## config.mk

```make
export PLATFORM = sky130hd
export DESIGN_NAME = intt_seq
export DESIGN_NICKNAME = d
export VERILOG_FILES = /design/src/rtl/ntt_pkg.sv /design/src/rtl/modmul_q.sv /design/src/rtl/intt_seq.sv
export SDC_FILE = /design/constraint.sdc
export NUM_CORES = 2
export LEC_CHECK = 0
export BUFFER_PORTS_ARGS = -buffer_cell sky130_fd_sc_hd__buf_4
export CAP_MARGIN = 20
export CORE_MARGIN = 1.5
export CORE_UTILIZATION = 25
export CTS_CLUSTER_DIAMETER = 40
export DETAILED_ROUTE_END_ITERATION = 12
export PLACE_DENSITY = 0.48
export SYNTH_ARGS = -nofsm -noshare
export SYNTH_HDL_FRONTEND = slang
export SYNTH_SLANG_ARGS = --single-unit
```

## constraint.sdc

```tcl
create_clock -name clk -period 16.3 [get_ports clk]
set_clock_uncertainty 0.05 [all_clocks]
set_input_delay 1.63 -clock clk [delete_from_list [all_inputs] [get_ports clk]]
set_output_delay 1.63 -clock clk [all_outputs]
set_load 0.1 [all_outputs]
```

## src/rtl/ntt_pkg.sv

```systemverilog
// rtl/ntt_pkg.sv - shared constants, inverse twiddles, bit-reverse and FSM states for the Q=65537 NTT blocks
package ntt_pkg;

    localparam int unsigned Q    = 65537;
    localparam int unsigned LOGD = 4;

    localparam logic [17:0] Q_EXT = 18'd65537;
    localparam logic [16:0] W_INV = 17'd49153;
    localparam logic [16:0] D_INV = 17'd61441;

    // w^-k mod Q for k = 0..7, with w = 4 (so w^-k = Q - 4^(8-k) for k >= 1)
    localparam logic [16:0] TW_INV [8] = '{
        17'd1,     17'd49153, 17'd61441, 17'd64513,
        17'd65281, 17'd65473, 17'd65521, 17'd65533
    };

    typedef enum logic [1:0] {
        IDLE  = 2'd0,
        BFLY  = 2'd1,
        SCALE = 2'd2,
        DONE  = 2'd3
    } state_e;

    function automatic logic [3:0] bitrev(input logic [3:0] x);
        return {x[0], x[1], x[2], x[3]};
    endfunction

endpackage

```

## src/rtl/modmul_q.sv

```systemverilog
// rtl/modmul_q.sv - combinational 17x17 multiply reduced mod 65537
// Ports: x_i, y_i - operands; p_o - (x_i * y_i) mod 65537, fully reduced.
module modmul_q
    import ntt_pkg::*;
(
    input  logic [16:0] x_i,
    input  logic [16:0] y_i,
    output logic [16:0] p_o
);

    logic [33:0] prod;
    logic [17:0] r0;
    logic [17:0] r1;

    assign prod = {17'd0, x_i} * {17'd0, y_i};

    // 2^16 == -1 and 2^32 == 1 mod Q: fold as lo - mid + top, biased by +Q to stay non-negative.
    // r0 lies in [2, 131075], so two conditional subtractions always land in [0, Q-1].
    assign r0  = {2'd0, prod[15:0]} + {16'd0, prod[33:32]} + Q_EXT - {2'd0, prod[31:16]};
    assign r1  = (r0 >= Q_EXT) ? (r0 - Q_EXT) : r0;
    assign p_o = (r1 >= Q_EXT) ? 17'(r1 - Q_EXT) : r1[16:0];

endmodule

```

## src/rtl/intt_seq.sv

```systemverilog
// rtl/intt_seq.sv - sequential 16-point inverse NTT mod 65537, one butterfly per cycle
// Ports: clk, rst_n (async active-low); start - begin transform (ignored while busy);
//        a - NTT-domain input, coefficient i at a[N*i +: N]; busy - transform in progress;
//        done - one-cycle pulse when b is valid; b - natural-order result, same packing as a.
module intt_seq #(
    parameter int N = 17,
    parameter int D = 16,
    parameter int Q = 65537
) (
    input  logic           clk,
    input  logic           rst_n,
    input  logic           start,
    input  logic [D*N-1:0] a,
    output logic           busy,
    output logic           done,
    output logic [D*N-1:0] b
);

    localparam logic [N:0] QX = (N+1)'(Q);

    ntt_pkg::state_e       state_q, state_d;
    logic [4:0]            cnt_q, cnt_d;
    logic [D-1:0][N-1:0]   rf_q, rf_d;
    logic [D-1:0][N-1:0]   b_q, b_d;

    logic [1:0]   stage;
    logic [2:0]   bf;
    logic [3:0]   ix, iy;
    logic [2:0]   tw_e;
    logic [N-1:0] x, y, sum_m, diff_m;
    logic [N:0]   sum_raw, diff_raw;
    logic [N-1:0] mul_a, mul_b, mul_p;

    // In BFLY the counter is {stage, butterfly}; in SCALE it is the coefficient index.
    assign stage = cnt_q[4:3];
    assign bf    = cnt_q[2:0];

    // Pair addressing: spacing m = 8 >> stage, group g = bf / m, offset j = bf % m,
    // x at g*2m + j, y at x + m; twiddle exponent is j << stage.
    always_comb begin
        ix   = 4'd0;
        tw_e = 3'd0;
        case (stage)
            2'd0: begin ix = {1'b0, bf};               tw_e = bf;                end
            2'd1: begin ix = {bf[2], 1'b0, bf[1:0]};   tw_e = {bf[1:0], 1'b0};   end
            2'd2: begin ix = {bf[2:1], 1'b0, bf[0]};   tw_e = {bf[0], 2'b00};    end
            default: begin ix = {bf, 1'b0};            tw_e = 3'd0;              end
        endcase
    end

    assign iy = ix | (4'd8 >> stage);
    assign x  = rf_q[ix];
    assign y  = rf_q[iy];

    assign sum_raw  = {1'b0, x} + {1'b0, y};
    assign sum_m    = (sum_raw >= QX) ? N'(sum_raw - QX) : sum_raw[N-1:0];
    assign diff_raw = {1'b0, x} - {1'b0, y};
    assign diff_m   = (x >= y) ? N'(x - y) : N'(diff_raw + QX);

    // The single multiplier serves the butterfly twiddle and the final 1/D scaling.
    assign mul_a = (state_q == ntt_pkg::SCALE) ? rf_q[cnt_q[3:0]] : diff_m;
    assign mul_b = (state_q == ntt_pkg::SCALE) ? ntt_pkg::D_INV : ntt_pkg::TW_INV[tw_e];

    modmul_q u_modmul (
        .x_i (mul_a),
        .y_i (mul_b),
        .p_o (mul_p)
    );

    always_comb begin
        state_d = state_q;
        cnt_d   = cnt_q;
        rf_d    = rf_q;
        b_d     = b_q;
        case (state_q)
            ntt_pkg::IDLE: begin
                if (start) begin
                    rf_d    = a;
                    cnt_d   = 5'd0;
                    state_d = ntt_pkg::BFLY;
                end
            end
            ntt_pkg::BFLY: begin
                rf_d[ix] = sum_m;
                rf_d[iy] = mul_p;
                cnt_d    = cnt_q + 5'd1;
                if (cnt_q == 5'd31) begin
                    cnt_d   = 5'd0;
                    state_d = ntt_pkg::SCALE;
                end
            end
            ntt_pkg::SCALE: begin
                // Indices 0..15 write one scaled coefficient each; index 16 is a
                // closing cycle with no write before the done pulse.
                if (!cnt_q[4]) begin
                    b_d[ntt_pkg::bitrev(cnt_q[3:0])] = mul_p;
                    cnt_d = cnt_q + 5'd1;
                end else begin
                    cnt_d   = 5'd0;
                    state_d = ntt_pkg::DONE;
                end
            end
            ntt_pkg::DONE: begin
                state_d = ntt_pkg::IDLE;
            end
            default: begin
                state_d = ntt_pkg::IDLE;
            end
        endcase
    end

    always_ff @(posedge clk or negedge rst_n) begin
        if (!rst_n) begin
            state_q <= ntt_pkg::IDLE;
            cnt_q   <= '0;
            rf_q    <= '0;
            b_q     <= '0;
        end else begin
            state_q <= state_d;
            cnt_q   <= cnt_d;
            rf_q    <= rf_d;
            b_q     <= b_d;
        end
    end

    assign busy = (state_q != ntt_pkg::IDLE);
    assign done = (state_q == ntt_pkg::DONE);
    assign b    = b_q;

endmodule

```

# == After elaboration in Yosys (flattened, before gate mapping) ==
# Memories as Yosys holds them, arrays and structs flattened.
# Index checks and enable logic that the tools add are counted.
# totals
register_bits,551
mem_bits_ro,136
in_bits,275
output_inout_bits,274
elab_cells,119
n_memories,1
# op_classes
add_sub_neg,11
multipliers,1
magnitude_cmp,12
eq_ne,9
n_shift,1
n_mux,35
n_bitwise,3
n_reduce_logical,12
# mem_list
memory,words,width,read_ports,rd_ports_with_merged_regs,wr,line,source
(name not given),8,17,1,0,0,intt_seq.sv:62,assign mul_b = (state_q == ntt_pkg::SCALE) ? ntt_pkg::D_INV : ntt_pkg::TW_INV[tw_e];
# ops
op,count
bitwise mux 272 bit,3
one-hot mux 272 bit (2 select lines),1
two-way mux 272 bit,1
two-way mux 17 bit,13
binary-select mux 17 bit (select 4 bit),3
demux 17 bit (select 4 bit),3
">= comparator 18 x 17 -> 1 bit, second input constant",3
multiplier 17 x 17 -> 34 bit,1
subtractor 17 bit,2
"subtractor 17 bit, second input constant",2
"less-than comparator 4 x 5 -> 1 bit, second input constant",4
adder 17 x 17 -> 18 bit,1
"adder 18 x 17 -> 18 bit, second input constant",1
two-way mux 18 bit,1
subtractor 18 x 16 -> 18 bit,1
"subtractor 18 x 17 -> 18 bit, second input constant",1
adder 16 x 2 -> 17 bit,1
"adder 17 bit, second input constant",1
>= comparator 17 bit,1
two-way mux 5 bit,3
one-hot mux 5 bit (3 select lines),1
">= comparator 4 x 1 -> 1 bit, second input constant",3
one-hot mux 4 bit (3 select lines),1
one-hot mux 3 bit (3 select lines),1
18 further kinds,31

# == Depth between registers and ports, before layout ==
# depth
depth_word,19
ltp_mapped,84
ltp_nobuf,77

# == Cells and area by module ==
# Synthesis repeated with hierarchy kept, for this count alone.
# hier_totals
cells_unflattened,5022
area_unflattened_um2,46219.3
# modules_own_cells
mod,instances,cells_per_inst,area_each_um2,seq_area_each_um2
intt_seq,1,3576,34003.9,13788.2
modmul_q,1,1446,12215.5,0.0

# == Least setup slack after synthesis ==
# No wires, ideal clock.
# synth_path
path_kind,reg2reg
startpoint,register cnt_q[0]
endpoint,register rf_q[112] (netlist name)
setup_ns,0.123
arrival_ns,17.765
path_slack_ns,-1.637
stages_incl_launch_ff,75
path_buffers,12
period_less_slack_ns,17.937
cell_sequence,dfrtp_1 -> clkbuf_1 -> buf_1 -> clkbuf_1 -> clkbuf_1 -> buf_1 -> clkbuf_1 -> a21oi_1 -> or3_1 -> ha_1 -> clkbuf_1 -> inv_1 -> a21oi_1 -> o31ai_1 -> a31oi_1 -> o31a_1 -> o31ai_1 -> a31oi_1 -> (+39 left out) -> or3b_2 -> a2111oi_0 -> a21bo_2 -> nand4_1 -> nor2_1 -> a41oi_2 -> nand2b_4 -> mux2i_1 -> ha_1 -> o2111ai_1 -> nor3_1 -> a21oi_4 -> buf_6 -> o21ai_1 -> xor2_1 -> buf_2 -> o22ai_1 -> o221a_2
# synth_via
elab_chain_len,18
elab_cells_between_ends,47
cone_classes,10 x add/sub; 1 x mul; 8 x order compare; 23 x mux; 2 x bitwise; 2 x reduce/logical; 1 x memory
# synth_rtl
item,line,source
start: declaration,intt_seq.sv:22,"logic [4:0] cnt_q, cnt_d;"
start signal: assignment,intt_seq.sv:120,cnt_q <= cnt_d;
one-hot mux 4 bit (3 select lines),intt_seq.sv:43,case (stage)
OR 4 bit,intt_seq.sv:51,assign iy = ix | (4'd8 >> stage);
binary-select mux 17 bit (select 4 bit),intt_seq.sv:53,assign y = rf_q[iy];
two-way mux 17 bit (not written as such),intt_seq.sv:53,
subtractor 17 bit,"intt_seq.sv:57, intt_seq.sv:58",
adder 17 bit,intt_seq.sv:58,assign diff_m = (x >= y) ? N'(x - y) : N'(diff_raw + QX);
two-way mux 17 bit,intt_seq.sv:58,
two-way mux 17 bit,intt_seq.sv:61,assign mul_a = (state_q == ntt_pkg::SCALE) ? rf_q[cnt_q[3:0]] : diff_m;
(+2 left out),n/a,
adder 18 x 17 -> 18 bit,modmul_q.sv:19,"assign r0 = {2'd0, prod[15:0]} + {16'd0, prod[33:32]} + Q_EXT - {2'd0, prod[31:16]};"
subtractor 18 x 16 -> 18 bit,modmul_q.sv:19,
subtractor 18 x 17 -> 18 bit / >= comparator 18 x 17 -> 1 bit (equally long branches),modmul_q.sv:20,assign r1 = (r0 >= Q_EXT) ? (r0 - Q_EXT) : r0;
two-way mux 18 bit,modmul_q.sv:20,
subtractor 17 bit / >= comparator 18 x 17 -> 1 bit (equally long branches),modmul_q.sv:21,assign p_o = (r1 >= Q_EXT) ? 17'(r1 - Q_EXT) : r1[16:0];
two-way mux 17 bit,modmul_q.sv:21,
bitwise mux 272 bit (*),intt_seq.sv:85,rf_d[iy] = mul_p;
one-hot mux 272 bit (2 select lines) (*),intt_seq.sv:75,case (state_q)
end signal: assignment,intt_seq.sv:121,rf_q <= rf_d;
end: declaration,intt_seq.sv:23,"logic [D-1:0][N-1:0] rf_q, rf_d;"
# Every way passes the cells marked *; elsewhere a longest branch is shown, timed or not. The select of a mux whose other input is x is not followed.
# A chain may end at the register's enable or synchronous reset.

# == Final worst setup path ==
# layout_path
startpoint,register cnt_q[0]
endpoint,register rf_q[137] (netlist name)
# Same word-level chain as after synthesis.

==> summary.txt <==
Synth
  • Cell count after synthesis: 5,318
  • Synth cell types: 99
  • Flip-flop and latch count after synthesis: 551
  • Cell taking the most area after synthesis: dfrtp_1
  • Top cells by count, synth: nand2_1 (695), dfrtp_1 (551), o21ai_0 (521)
  • Top post-synthesis cells by area: dfrtp_1 (31%), fa_1 (9.3%), ha_1 (6.4%)
  • Post-synth EDFFs: 0
  • Most used DFF post-synth: dfrtp_1
  • Synth Warn #: 0
  • Syn_area_per_cell: 8.47 sq um
  • Ys async rst share: 100%
  • Post-synth top area share: 30.6%
  • Most common cell in the netlist: nand2_1
  • Cell Area, Synth: 45,000 sq um
  • Syn nets: 6,035
  • Sequential share of the synthesized area: 30.6%

Critical path
  • Most common cell on crit path: buf_4
  • Critical Path AT: 17.06 ns
  • CP startpoint kind: flop
  • CP max FO: 7
  • CP endpoint kind: flop
  • CP bufs+invs: 26
  • CP max stage delay: 0.55 ns
  • Slowest stage cell, crit path: fa_1
  • Top Family by Delay on Critical Path: compound AO/OA/AOI/OAI gates
  • WS Path Type: reg -> reg
  • Worst EP required: 16.90 ns

Drt
  • Avg WL per Cell: 28.9 um
  • Post-route DRC: 0
  • Post-route ant nets: 0
  • Via count: 49,900
  • Routed WL: 264 mm
  • Iteration-0 DRC Markers: 5,260
  • 1st-pass router iterations: 6
  • Vias per inst: 5.46

Die
  • Num rows: 155
  • Core Area: 179,000 sq um
  • Die Y: 427 um
  • Initial Utilization: 25.2%
  • Chip width: 427 um
  • Die area: 183,000 sq um
  • IO Count: 549

Clocking
  • CTS tree: yes
  • CTS Sinks: 551
  • Clock slew at reported path FFs: 0.06 ns
  • Htree depth: 3
  • CTS root buffer: clkbuf_16
  • CTS max path bufs: 3
  • Post-CTS Hold Buffers: 0
  • Clock insertion delay at the later pin of the skew report: 0.75 ns
  • CTS buffer count: 92

Outcome
  • Status: finished, violations left
  • Failing checks: setup timing

Finish
  • Layout cells sized above 1: 36.8%
  • Synth-to-layout area growth: 48.9%
  • Final net count: 7,401
  • Post-layout util: 37.6%
  • Fillcell total: 18,300

Global route
  • Total grt overflow: 0
  • Most Used Layer, Global Route: met2
  • Initial antenna violation count: 41
  • M2 GR Usage: 45.4%
  • Met1 usage: 34.5%
  • Met3 Use GR: 5.00%
  • Vias in the first global route: 48,800
  • Global-route wire length before repair: 364 mm
  • Largest net degree at the start of global routing: 146
  • Gr usage total: 27.7%

Flow run
  • Max Cap Viol: 0

Timing
  • Final Hold Viols: 0
  • Worst Tran Pin Value: 1.41 ns
  • Post-route clock period utilization: 101%
  • Max_slew headroom: 5.67%
  • Fmax: 60.7 MHz
  • TNS Setup: -9.87 ns
  • Pins Over Slew Limit: 0
  • RSZ-0062 raised after global routing: true
  • Crit path time final: 16.46 ns
  • Setup ws final: -0.163 ns
  • Setup-failing EPs final: 197

Place
  • Routability Congestion: 1.01
  • Port bufs: 548
  • Hpwl dp: 203 mm

Worst hold path
  • Hold Path Class: reg -> reg
==> cell families (layout without fill, tap and decap cells) <==
family | Yosys count | after routing | synth area share (%)
AOI/OAI and AO/OA | 1503 | 1503 | 21.8
buffers and inverters | 803 | 2244 | 6.81
and+or+nand+nor | 1775 | 1775 | 17.4
DFF | 551 | 551 | 30.6
other | 0 | 15 | 0
muxes | 108 | 108 | 4.78
adders and majority gates | 442 | 442 | 15.8
xor gates and xnor gates | 136 | 136 | 2.78
==> worst paths after layout <==
kind / slack [ns] / from / endpoint / depth (start not counted)
worst max-delay path: -0.16 / cnt_q[0] / rf_q[137] / 79
worst min-delay path: 0.43 / b[51] / b[51] / 2
worst max register to register: -0.16 / cnt_q[0] / rf_q[137] / 79
worst min register to register: 0.43 / b[51] / b[51] / 2
max in group asynchronous: 12.99 / rst_n / b[239] / 4
min in group asynchronous: 0.75 / rst_n / rf_q[142] / 1
==> worst reg2reg max path: cells and delay by family, from the launching register on <==
kind	cells	cell delay, ns
fa+ha+maj	11	4.41
xor+xnor	2	0.21
flops	1	0.51
simple gates	13	2.34
mux	2	0.57
compound gates	25	4.68
buf+inv	26	3.64
==> area by class of cell <==
class	count	area, sq um	share of cell area [%]
Antenna cell	15	37.5	0.0560
Clock buffer	109	2480	3.69
Clock inverter	60	736	1.10
Inverter	400	1510	2.25
Multi-Input combinational cell	3964	31500	46.9
Sequential cell	551	13800	20.6
Tap cell	2355	2950	4.39
Timing Repair Buffer	1675	14100	21.0
==> state kept, by name, summed over array words and instances (netlist names) <==
name,flops
b,272
cnt_q,5
rf_q,272
state_q,2
==> cells in the final DEF, fill, tap and decap left out, drive strengths merged, types with 27 or more instances in the layout <==
cell    Yosys  layout
buf        59    1666
nand2     695     695
o21ai     556     556
dfrtp     551     551
nor2      425     425
inv       399     419
nor3      331     331
ha        232     232
fa        210     210
o22ai     175     175
a21oi     162     162
a221oi    147     147
clkbuf    344     118
nand3     102     102
xnor2      86      86
mux4       85      85
a31oi      74      74
o211ai     71      71
o221ai     60      60
xor2       50      50
or3        43      43
nand2b     38      38
o221a      31      31
nor2b      30      30
clkinv      1      28
nor4       27      27
==> layer usage <==
metal | vias up | part of all wire [%]
li1 | 21800 | -
met1 | 24900 | 39
met2 | 2454 | 47
met3 | 722 | 7.2
met4 | 10 | 6.6
met5 | - | 0.027
==> per-stage QoR <==
stage	hold slack (ns)	instances	instance area, sq um	worst slack, ns
2_1_floorplan	0.417	5318	45300	0.0130
3_3_place_gp	0.413	8792	59200	-1.20
3_5_place_dp	0.421	8798	59300	-1.31
4_1_cts	0.434	9055	64500	-0.0338
5_1_grt	0.453	9126	67100	-0.815
6_report	0.429	9129	67100	-0.163
==> what timing repair did <==
item                       CTS  global route
buffers inserted            86            41
gates cloned                 3             8
setup endpoints to repair  527           527
pin swaps                   97           221
gates resized for setup    278           354
Power is not shown: default switching activity piles up to over one toggle a cycle in this logic, so the estimate is an artifact.
